### src/rtl/mem_port_arbiter.sv
// rtl/mem_port_arbiter.sv - shares one single-port memory between fetch and load/store requesters
// Build option: define ARB_RR_EN for round-robin arbitration; default is fixed data-over-fetch priority.
module mem_port_arbiter #(
    parameter int AW      = 32,
    parameter int DW      = 32,
    parameter int MEM_LAT = 1
) (
    input  logic          clk,
    input  logic          RESET,
    input  logic          if_req,
    input  logic [AW-1:0] if_addr,
    output logic          if_gnt,
    output logic          if_rvalid,
    output logic [DW-1:0] if_rdata,
    input  logic          d_req,
    input  logic          d_we,
    input  logic [AW-1:0] d_addr,
    input  logic [DW-1:0] d_wdata,
    output logic          d_gnt,
    output logic          d_rvalid,
    output logic [DW-1:0] d_rdata,
    output logic          mem_en,
    output logic          mem_we,
    output logic [AW-1:0] mem_addr,
    output logic [DW-1:0] mem_wdata,
    input  logic [DW-1:0] mem_rdata,
    output logic          busy
);

    generate
        if (MEM_LAT < 1 || MEM_LAT > 7) begin : g_bad_lat
            $error("mem_port_arbiter: MEM_LAT must be in 1..7");
        end
    endgenerate

    localparam logic [2:0] LAT = 3'(MEM_LAT);

    typedef enum logic {
        ST_IDLE = 1'b0,
        ST_BUSY = 1'b1
    } state_t;

    state_t     r_state;
    logic       r_owner;
    logic       r_store;
    logic [2:0] r_cnt;

    logic w_idle;
    logic w_pick_d;
    logic w_grant;
    logic w_resp;

`ifdef ARB_RR_EN
    logic r_pri;
    assign w_pick_d = d_req && (!if_req || r_pri);
`else
    assign w_pick_d = d_req;
`endif

    // Grants are combinational, so they must be gated while reset is held.
    assign w_idle  = (r_state == ST_IDLE) && !RESET;
    assign w_grant = w_idle && (if_req || d_req);
    assign w_resp  = (r_state == ST_BUSY) && (r_cnt == LAT) && !RESET;

    assign if_gnt    = w_grant && !w_pick_d;
    assign d_gnt     = w_grant && w_pick_d;
    assign mem_en    = w_grant;
    assign mem_we    = d_gnt && d_we;
    assign mem_addr  = d_gnt ? d_addr : (if_gnt ? if_addr : '0);
    assign mem_wdata = d_gnt ? d_wdata : '0;

    assign if_rvalid = w_resp && !r_owner;
    assign d_rvalid  = w_resp && r_owner;
    assign if_rdata  = if_rvalid ? mem_rdata : '0;
    // A store acknowledge returns zero rather than whatever the memory drives.
    assign d_rdata   = (d_rvalid && !r_store) ? mem_rdata : '0;
    assign busy      = (r_state == ST_BUSY) && !RESET;

    always_ff @(posedge clk or posedge RESET) begin
        if (RESET) begin
            r_state <= ST_IDLE;
            r_owner <= 1'b0;
            r_store <= 1'b0;
            r_cnt   <= 3'd0;
`ifdef ARB_RR_EN
            r_pri   <= 1'b1;
`endif
        end else begin
            case (r_state)
                ST_IDLE: begin
                    if (w_grant) begin
                        r_state <= ST_BUSY;
                        r_owner <= w_pick_d;
                        r_store <= w_pick_d && d_we;
                        r_cnt   <= 3'd1;
`ifdef ARB_RR_EN
                        r_pri   <= !w_pick_d;
`endif
                    end
                end
                ST_BUSY: begin
                    if (r_cnt == LAT) begin
                        r_state <= ST_IDLE;
                    end else begin
                        r_cnt <= r_cnt + 3'd1;
                    end
                end
                default: r_state <= ST_IDLE;
            endcase
        end
    end

endmodule
### config.mk
export PLATFORM = sky130hd
export DESIGN_NAME = mem_port_arbiter
export DESIGN_NICKNAME = d
export VERILOG_FILES = /design/src/rtl/mem_port_arbiter.sv
export SDC_FILE = /design/constraint.sdc
export NUM_CORES = 1
export LEC_CHECK = 0
export ABC_AREA = 1
export BUFFER_PORTS_ARGS = -buffer_cell sky130_fd_sc_hd__buf_2
export CAP_MARGIN = 15
export CORE_AREA = 4 4 103 105
export CTS_BUF_LIST = sky130_fd_sc_hd__clkbuf_4 sky130_fd_sc_hd__clkbuf_8
export DETAILED_ROUTE_END_ITERATION = 16
export DIE_AREA = 0 0 107 109
export SLEW_MARGIN = 10
export SYNTH_ARGS = -nofsm -noshare
export SYNTH_HDL_FRONTEND = slang
export SYNTH_SLANG_ARGS = --single-unit
### constraint.sdc
create_clock -name clk -period 2 [get_ports clk]
set_clock_uncertainty 0.1 [all_clocks]
set_input_delay 0.2 -clock clk [delete_from_list [all_inputs] [get_ports clk]]
set_output_delay 0.2 -clock clk [all_outputs]
set_load 0.01 [all_outputs]
## Word level (Yosys, flattened, before mapping)

Cells that the tools add are included.

| storage, ports and cells | value |
|---|---|
| bits in registers | 6 |
| bits of input ports | 133 |
| output and inout port bits | 135 |
| word-level logic and storage cells | 39 |

| operators by class | value |
|---|---|
| add/sub/neg operators | 1 |
| equal/unequal tests | 3 |
| multiplexer cells | 11 |
| bitwise operators | 1 |
| reductions and logical operators | 19 |

Operators by type and width:

| cell | number |
|---|---|
| 32-bit two-way mux | 5 |
| 1-bit logical AND | 12 |
| 3-bit two-way mux | 2 |
| 3-bit case mux with 2 select lines | 1 |
| 1-bit logical NOT | 4 |
| 2-bit inequality test, second input constant | 2 |
| 2-bit AND reduction | 2 |
| 3-bit by 1-bit adder with 3-bit output, second input constant | 1 |
| 3-bit by 1-bit equality test with 1-bit output, second input constant | 1 |
| 1-bit two-way mux | 2 |
| 1-bit case mux with 2 select lines | 1 |
| 1-bit logical OR | 1 |
| 1-bit NOT | 1 |

## Depth between registers and ports, before layout

Gate-level depths: netlist of the first run.

| depth | value |
|---|---|
| depth after elaboration | 6 |
| mapped depth | 7 |
| mapped depth without buffers | 7 |

## Least setup slack after synthesis of the first run

Ideal clock, no wire load.

| path | value |
|---|---|
| kind | reg-to-output |
| start | register r_cnt[1] |
| end | output d_rdata[0] |
| data arrival time | 1.207 ns |
| required time | 1.700 ns |
| slack | 0.493 ns |
| cell stages (with the launch flop) | 8 |
| path through | dfrtp_1 > inv_1 > ha_1 > nand2_1 > nor2_4 > nand3_4 > buf_6 > nor2_2 |

| between the ends | value |
|---|---|
| cells in the longest elaborated chain, start to end | 6 |

Ends and longest elaborated chain:

| what | RTL line | source |
|---|---|---|
| start: declaration | 46 | `logic [2:0] r_cnt;` |
| start signal: assignment | 105 | `r_cnt <= r_cnt + 3'd1;` |
| 3-bit by 1-bit equality test with 1-bit output | 63 | `assign w_resp = (r_state == ST_BUSY) && (r_cnt == LAT) && !RESET;` |
| 1-bit logical AND (2 in series) | 63 |  |
| 1-bit logical AND | 73 | `assign d_rvalid = w_resp && r_owner;` |
| 1-bit logical AND | 76 | `assign d_rdata = (d_rvalid && !r_store) ? mem_rdata : '0;` |
| 32-bit two-way mux | 76 |  |
| end: declaration | 21 | `output logic [DW-1:0] d_rdata,` |

Every way passes these cells.

## Worst setup path after layout of the first run

| path | value |
|---|---|
| start | register r_cnt[1] |
| end | output d_rdata[2] |

Same word-level chain as after synthesis.

==> flow_summary.json, run 1 <==
{
  "outcome": "finished, final reports clean",
  "grt_pass1_wl_mm": 12.70,
  "p_sw_uw": 968.6,
  "drc": 0,
  "seq_power_share": 0.132,
  "synthesis.nets": 468,
  "r2r-end": "r_cnt[0]$_DFFE_PP0P_",
  "vias_per_cell": 3.966,
  "htreeDepth": 1,
  "dp_hpwl_mm": 7.731,
  "clock_latency_ns": 0.23,
  "regArea_sq_um": 150.1,
  "finalSetupTns_ns": 0,
  "hold_start": "d_we",
  "ys_seq_elements": 6,
  "maxSlewViolCount": 0,
  "antennaDiodeCount": 0,
  "die_area_sq_um": 11660,
  "rsz0062_at_grt": "true",
  "cts_tree": "yes",
  "tightest_slew_ns": 0.3025,
  "pre_cts_ws_ns": 0.3018,
  "io_pins": 268,
  "fin_util": 0.3603,
  "power_density_nw_per_um2": 538.8,
  "hold_violations": 0,
  "fin_crit_sh": 0.9825,
  "grt_pass1_vias": 2661,
  "die_width_um": 107,
  "vias": 2895,
  "start_util": 0.1730,
  "grt_overflow": 0,
  "max-vdd-ir-drop_uv": 315.9,
  "ant_nets": 0,
  "antenna_found_initial": 1,
  "numCtsBuffers": 3,
  "yosysWarnings": 0,
  "path_class": "flip-flop to output pin",
  "wirelength_mm": 9.450,
  "fmax_ghz": 0.5089,
  "crit_arrival_ns": 1.67,
  "drive_above_1_share": 0.5544,
  "required_ns": 1.70,
  "ys_types": 19,
  "grt_max_degree": 36,
  "syn_to_final_growth_pct": 108.3,
  "io_buffers": 267,
  "combPwrFrac": 0.768,
  "ff2ff_path_depth": 8,
  "internal-power_uw": 902.8,
  "wl_per_cell_um": 12.95,
  "r2r-start": "r_cnt[1]$_DFFE_PP0P_",
  "setup_viol": 0,
  "gp_congestion": 0.7583,
  "synth_area_sq_um": 1668,
  "multi_input_comb_area_sq_um": 1190,
  "cts_root_buf": "clkbuf_8",
  "clkPwrFrac": 0.100,
  "num-nets-final": 734,
  "netlist_instances": 333,
  "drt_iter0_markers": 141,
  "setup_slack_ns": 0.03494,
  "critPathCaptureType": "output pin",
  "hold_end": "r_store$_DFFE_PP0P_",
  "leakage_nw": 2.447,
  "cp-start-kind": "flip-flop",
  "startpoint": "r_cnt[1]$_DFFE_PP0P_",
  "clkTransAtPathRegs_ns": 0.04,
  "relSlewSlack": 0.7983,
  "fill_cells": 1101,
  "maxCapViolations": 0,
  "period_needed_ns": 1.965,
  "die_h_um": 109,
  "ys_seq_area_frac": 0.09002,
  "track_usage": 0.1313,
  "clock-sinks": 6,
  "holdWs_ns": 0.1700,
  "min_path_type": "input pin to flip-flop",
  "dr.pass1.iters": 4,
  "syn_area_per_cell_sq_um": 5.009,
  "p_sw_frac": 0.5176,
  "coreArea_sq_um": 9639,
  "worstPathMaxFanout": 8,
  "rrSetupSlack_ns": 0.60,
  "rows": 36,
  "clockBufferDepth": 2,
  "hold_depth": 3
}
==> Yosys cell counts (all sizes together) <==
library cell	number	area share
nand4	32	0.12
ha	2	0.015
nand2	83	0.19
buf	12	0.060
clkinv	1	0.0022
nand3	4	0.020
dfrtp	6	0.090
o21ai	2	0.0060
nor2	103	0.29
clkbuf	10	0.023
inv	78	0.18
==> power by group through the flow <==
stage | combinational, mW | sequential [mW] | clock [mW]
floorplan | 0.750 | 0.231 | 0
global placement | 1.25 | 0.247 | 0
detailed placement | 1.24 | 0.248 | 0
CTS | 1.25 | 0.246 | 0.194
global route | 1.57 | 0.258 | 0.203
finish | 1.44 | 0.247 | 0.188
==> layer usage <==
metal / global-route usage / vias to the layer above / part of all wire
met5: 0 / - / 0.0012
met4: 0.01553 / 2 / 0.0055
met3: 0.04263 / 8 / 0.11
met2: 0.2361 / 167 / 0.51
met1: 0.1574 / 1218 / 0.38
li1: - / 1500 / -
==> final cells by class <==
class,instances,area share
multi-input cells,226,0.3426
clock buffers,3,0.01189
repair buffers,283,0.4690
flip-flops and latches,6,0.04323
inverters,79,0.08537
well taps,133,0.04791
==> sequential cells by signal, indices dropped and copies added (netlist names) <==
register,count
r_store,1
r_cnt,3
r_owner,1
r_state,1
==> critical path, stage by stage (launching register included) <==
cell and delay [ns]:
dfrtp_1 0.38, inv_1 0.06, ha_2 0.18, nand2_4 0.06, nor2_4 0.16, nand3_4 0.16, clkbuf_16 0.23, nor2_4 0.10
buf_6 0.11
==> cell families after synthesis <==
family	share of synthesized area
adders and majority gates	0.01500
AOI/OAI and AO/OA	0.006002
DFF	0.09002
and+or+nand+nor	0.6287
buffers and inverters	0.2603
==> repair_timing <==
action | in CTS | in global routing
endpoints found under the hold margin | 6 | 0
hold buffers | 1 | 0
gates resized for setup | 0 | 37
setup endpoints to repair | 0 | 64
setup buffers | 0 | 4
==> through the flow <==
stage	power [mW]	std cells	area [sq um]
floorplan	0.9807	333	1668
global placement	1.494	719	3143
detailed placement	1.492	719	3143
CTS	1.691	723	3194
global route	2.035	730	3473
finish	1.871	730	3473
==> placed cells by master, fill, tap and decap left out, drive strengths merged <==
cell type / instances
ha: 2
nand4: 32
buf: 280
dfrtp: 6
nor2: 103
o21ai: 2
clkbuf: 5
nand3: 4
clkinv: 1
dlygate4sd3: 1
inv: 78
nand2: 83
==> worst max-delay path by stage <==
stage             endpoint  cells past startpoint  slack [ns]
3_5_place_dp   if_rdata[2]                      7        0.30
4_1_cts        if_rdata[2]                      7        0.05
6_report        d_rdata[2]                      8        0.03
2_1_floorplan   d_rdata[0]                      7        0.49
5_1_grt         d_rdata[1]                      8       -0.05
3_3_place_gp   if_rdata[3]                      7        0.34
No activity file was read; power rests on OpenSTA's default activity.
==> inputs of run 2 (changes only) <==
- clock period: 2 -> 2.6 ns (I/O delays scaled with it)
==> flow_summary.json, run 2 (same netlist as run 1, synthesis figures left out) <==
{
  "outcome": "finished, final reports clean",
  "top_register": "r_cnt",
  "fmax_ghz": 0.4399,
  "die_h_um": 109,
  "vias_per_cell": 3.901,
  "die_area_sq_um": 11660,
  "grt_max_degree": 36,
  "maxSlewViolCount": 0,
  "grt_pass1_vias": 2539,
  "start_util": 0.1730,
  "cts_resized": 0,
  "power_density_nw_per_um2": 397.9,
  "cts_root_buf": "clkbuf_8",
  "clkTransAtPathRegs_ns": 0.03,
  "clockBufferDepth": 2,
  "setup_viol": 0,
  "pre_cts_ws_ns": 0.5209,
  "internal-power_uw": 579.2,
  "htreeDepth": 1,
  "wl_per_cell_um": 11.93,
  "io_pins": 268,
  "coreArea_sq_um": 9639,
  "cp-start-kind": "flip-flop",
  "tightest_slew_ns": 0.5815,
  "wirelength_mm": 8.581,
  "ant_nets": 0,
  "required_ns": 2.24,
  "num-nets-final": 723,
  "grt_pass1_wl_mm": 12.35,
  "mostFrequentLayoutCells": "buf_2 (267), nand2_1 (80), inv_1 (77)",
  "fin_crit_sh": 0.8743,
  "numCtsBuffers": 3,
  "critPathCaptureType": "output pin",
  "fill_cells": 1142,
  "dp_cells": 715,
  "largest_register_ffs": 3,
  "drt_iter0_markers": 188,
  "maxCapViolations": 0,
  "setup_slack_ns": 0.3268,
  "seq_power_share": 0.153,
  "final_common_cell": "buf_2",
  "final_cells": 719,
  "cts_tree": "yes",
  "min_path_type": "input pin to flip-flop",
  "regArea_sq_um": 150.1,
  "hold_violations": 0,
  "syn_to_final_growth_pct": 86.72,
  "die_width_um": 107,
  "worstPathMaxFanout": 32,
  "period_needed_ns": 2.273,
  "dp_hpwl_mm": 7.550,
  "leakage_nw": 2.348,
  "io_buffers": 267,
  "combPwrFrac": 0.736,
  "rsz0062_at_grt": "false",
  "dr.pass1.iters": 4,
  "rows": 36,
  "track_usage": 0.1291,
  "p_sw_uw": 659.8,
  "relSlewSlack": 0.6123,
  "multi_input_comb_area_sq_um": 1084,
  "grt_overflow": 0,
  "drive_above_1_share": 0.5307,
  "clock_latency_ns": 0.22,
  "max-vdd-ir-drop_uv": 213.8,
  "antenna_found_initial": 1,
  "antennaDiodeCount": 0,
  "drc": 0,
  "clock-sinks": 6,
  "crit_arrival_ns": 1.91,
  "clkPwrFrac": 0.111,
  "finalSetupTns_ns": 0,
  "vias": 2805,
  "gp_congestion": 0.7333,
  "p_sw_frac": 0.5325,
  "fin_util": 0.3231,
  "path_class": "flip-flop to output pin"
}
-- run 2: cell types whose count changed in the layout (fill, tap and decap cells not counted), moves of 5 or more --
cell,previous run,this run
buf_12,5,0
buf_6,12,0
nor2_4,19,5
buf_2,256,267
nor2_1,64,71
nor2_2,20,27
-- run 2: worst max-delay path, stage by stage (launching register included) --
cell and delay [ns]:
dfrtp_1 0.39, inv_1 0.06, ha_1 0.13, nand2_1 0.09, nor2_4 0.19, nand3_4 0.43, nor2_2 0.21, buf_2 0.16
-- run 2: timing repair --
item                                   in CTS  in global routing
endpoints found under the hold margin       6                  0
hold buffers                                1                  0
buffers inserted                            0                  0
setup endpoints to repair                   0                  0
-- run 2: power by group through the flow --
| stage | clock network (mW) | registers (mW) | logic [mW] |
|---|---|---|---|
| 4_1_cts | 0.141 | 0.189 | 0.927 |
| 3_3_place_gp | 0 | 0.193 | 0.924 |
| 3_5_place_dp | 0 | 0.190 | 0.922 |
| 5_1_grt | 0.147 | 0.199 | 1.03 |
| 2_1_floorplan | 0 | 0.178 | 0.577 |
| 6_report | 0.138 | 0.190 | 0.911 |
-- run 2: metal layers --
metal  vias up  global-route usage  share of wire
met4         2             0.01644         0.0050
met2       169              0.2320           0.48
met1      1151              0.1542           0.39
met3         6             0.04204           0.12
li1       1477                   -              -
met5         -                   0         0.0015
-- run 2: through the flow --
stage                     power [mW]  cell area, sq um  hold slack [ns]
final                          1.239              3114           0.2422
after global routing           1.376              3114           0.2744
after CTS                      1.257              3114           0.2492
after detailed placement       1.113              3063           0.1276
after global placement         1.117              3063           0.1241
after floorplan               0.7544              1668         -0.03348
-- run 2: final cells by class --
class | count | area share
clock buffers | 3 | 0.01326
inverters | 79 | 0.09522
multi-input cells | 226 | 0.3479
flip-flops and latches | 6 | 0.04821
well taps | 133 | 0.05344
repair buffers | 272 | 0.4419
-- run 2: final timing paths --
kind | from | end | slack [ns] | cells after the start
min in group asynchronous | RESET | r_owner$_DFFE_PP0P_ | 0.47 | 3
max reg2reg | r_state$_DFF_PP0_ | r_owner$_DFFE_PP0P_ | 1.23 | 4
max | r_cnt[1]$_DFFE_PP0P_ | d_rdata[2] | 0.33 | 7
min | d_we | r_store$_DFFE_PP0P_ | 0.24 | 3
max in group asynchronous | RESET | r_cnt[2]$_DFFE_PP0P_ | 1.71 | 3
min reg2reg | r_store$_DFFE_PP0P_ | r_store$_DFFE_PP0P_ | 0.40 | 2
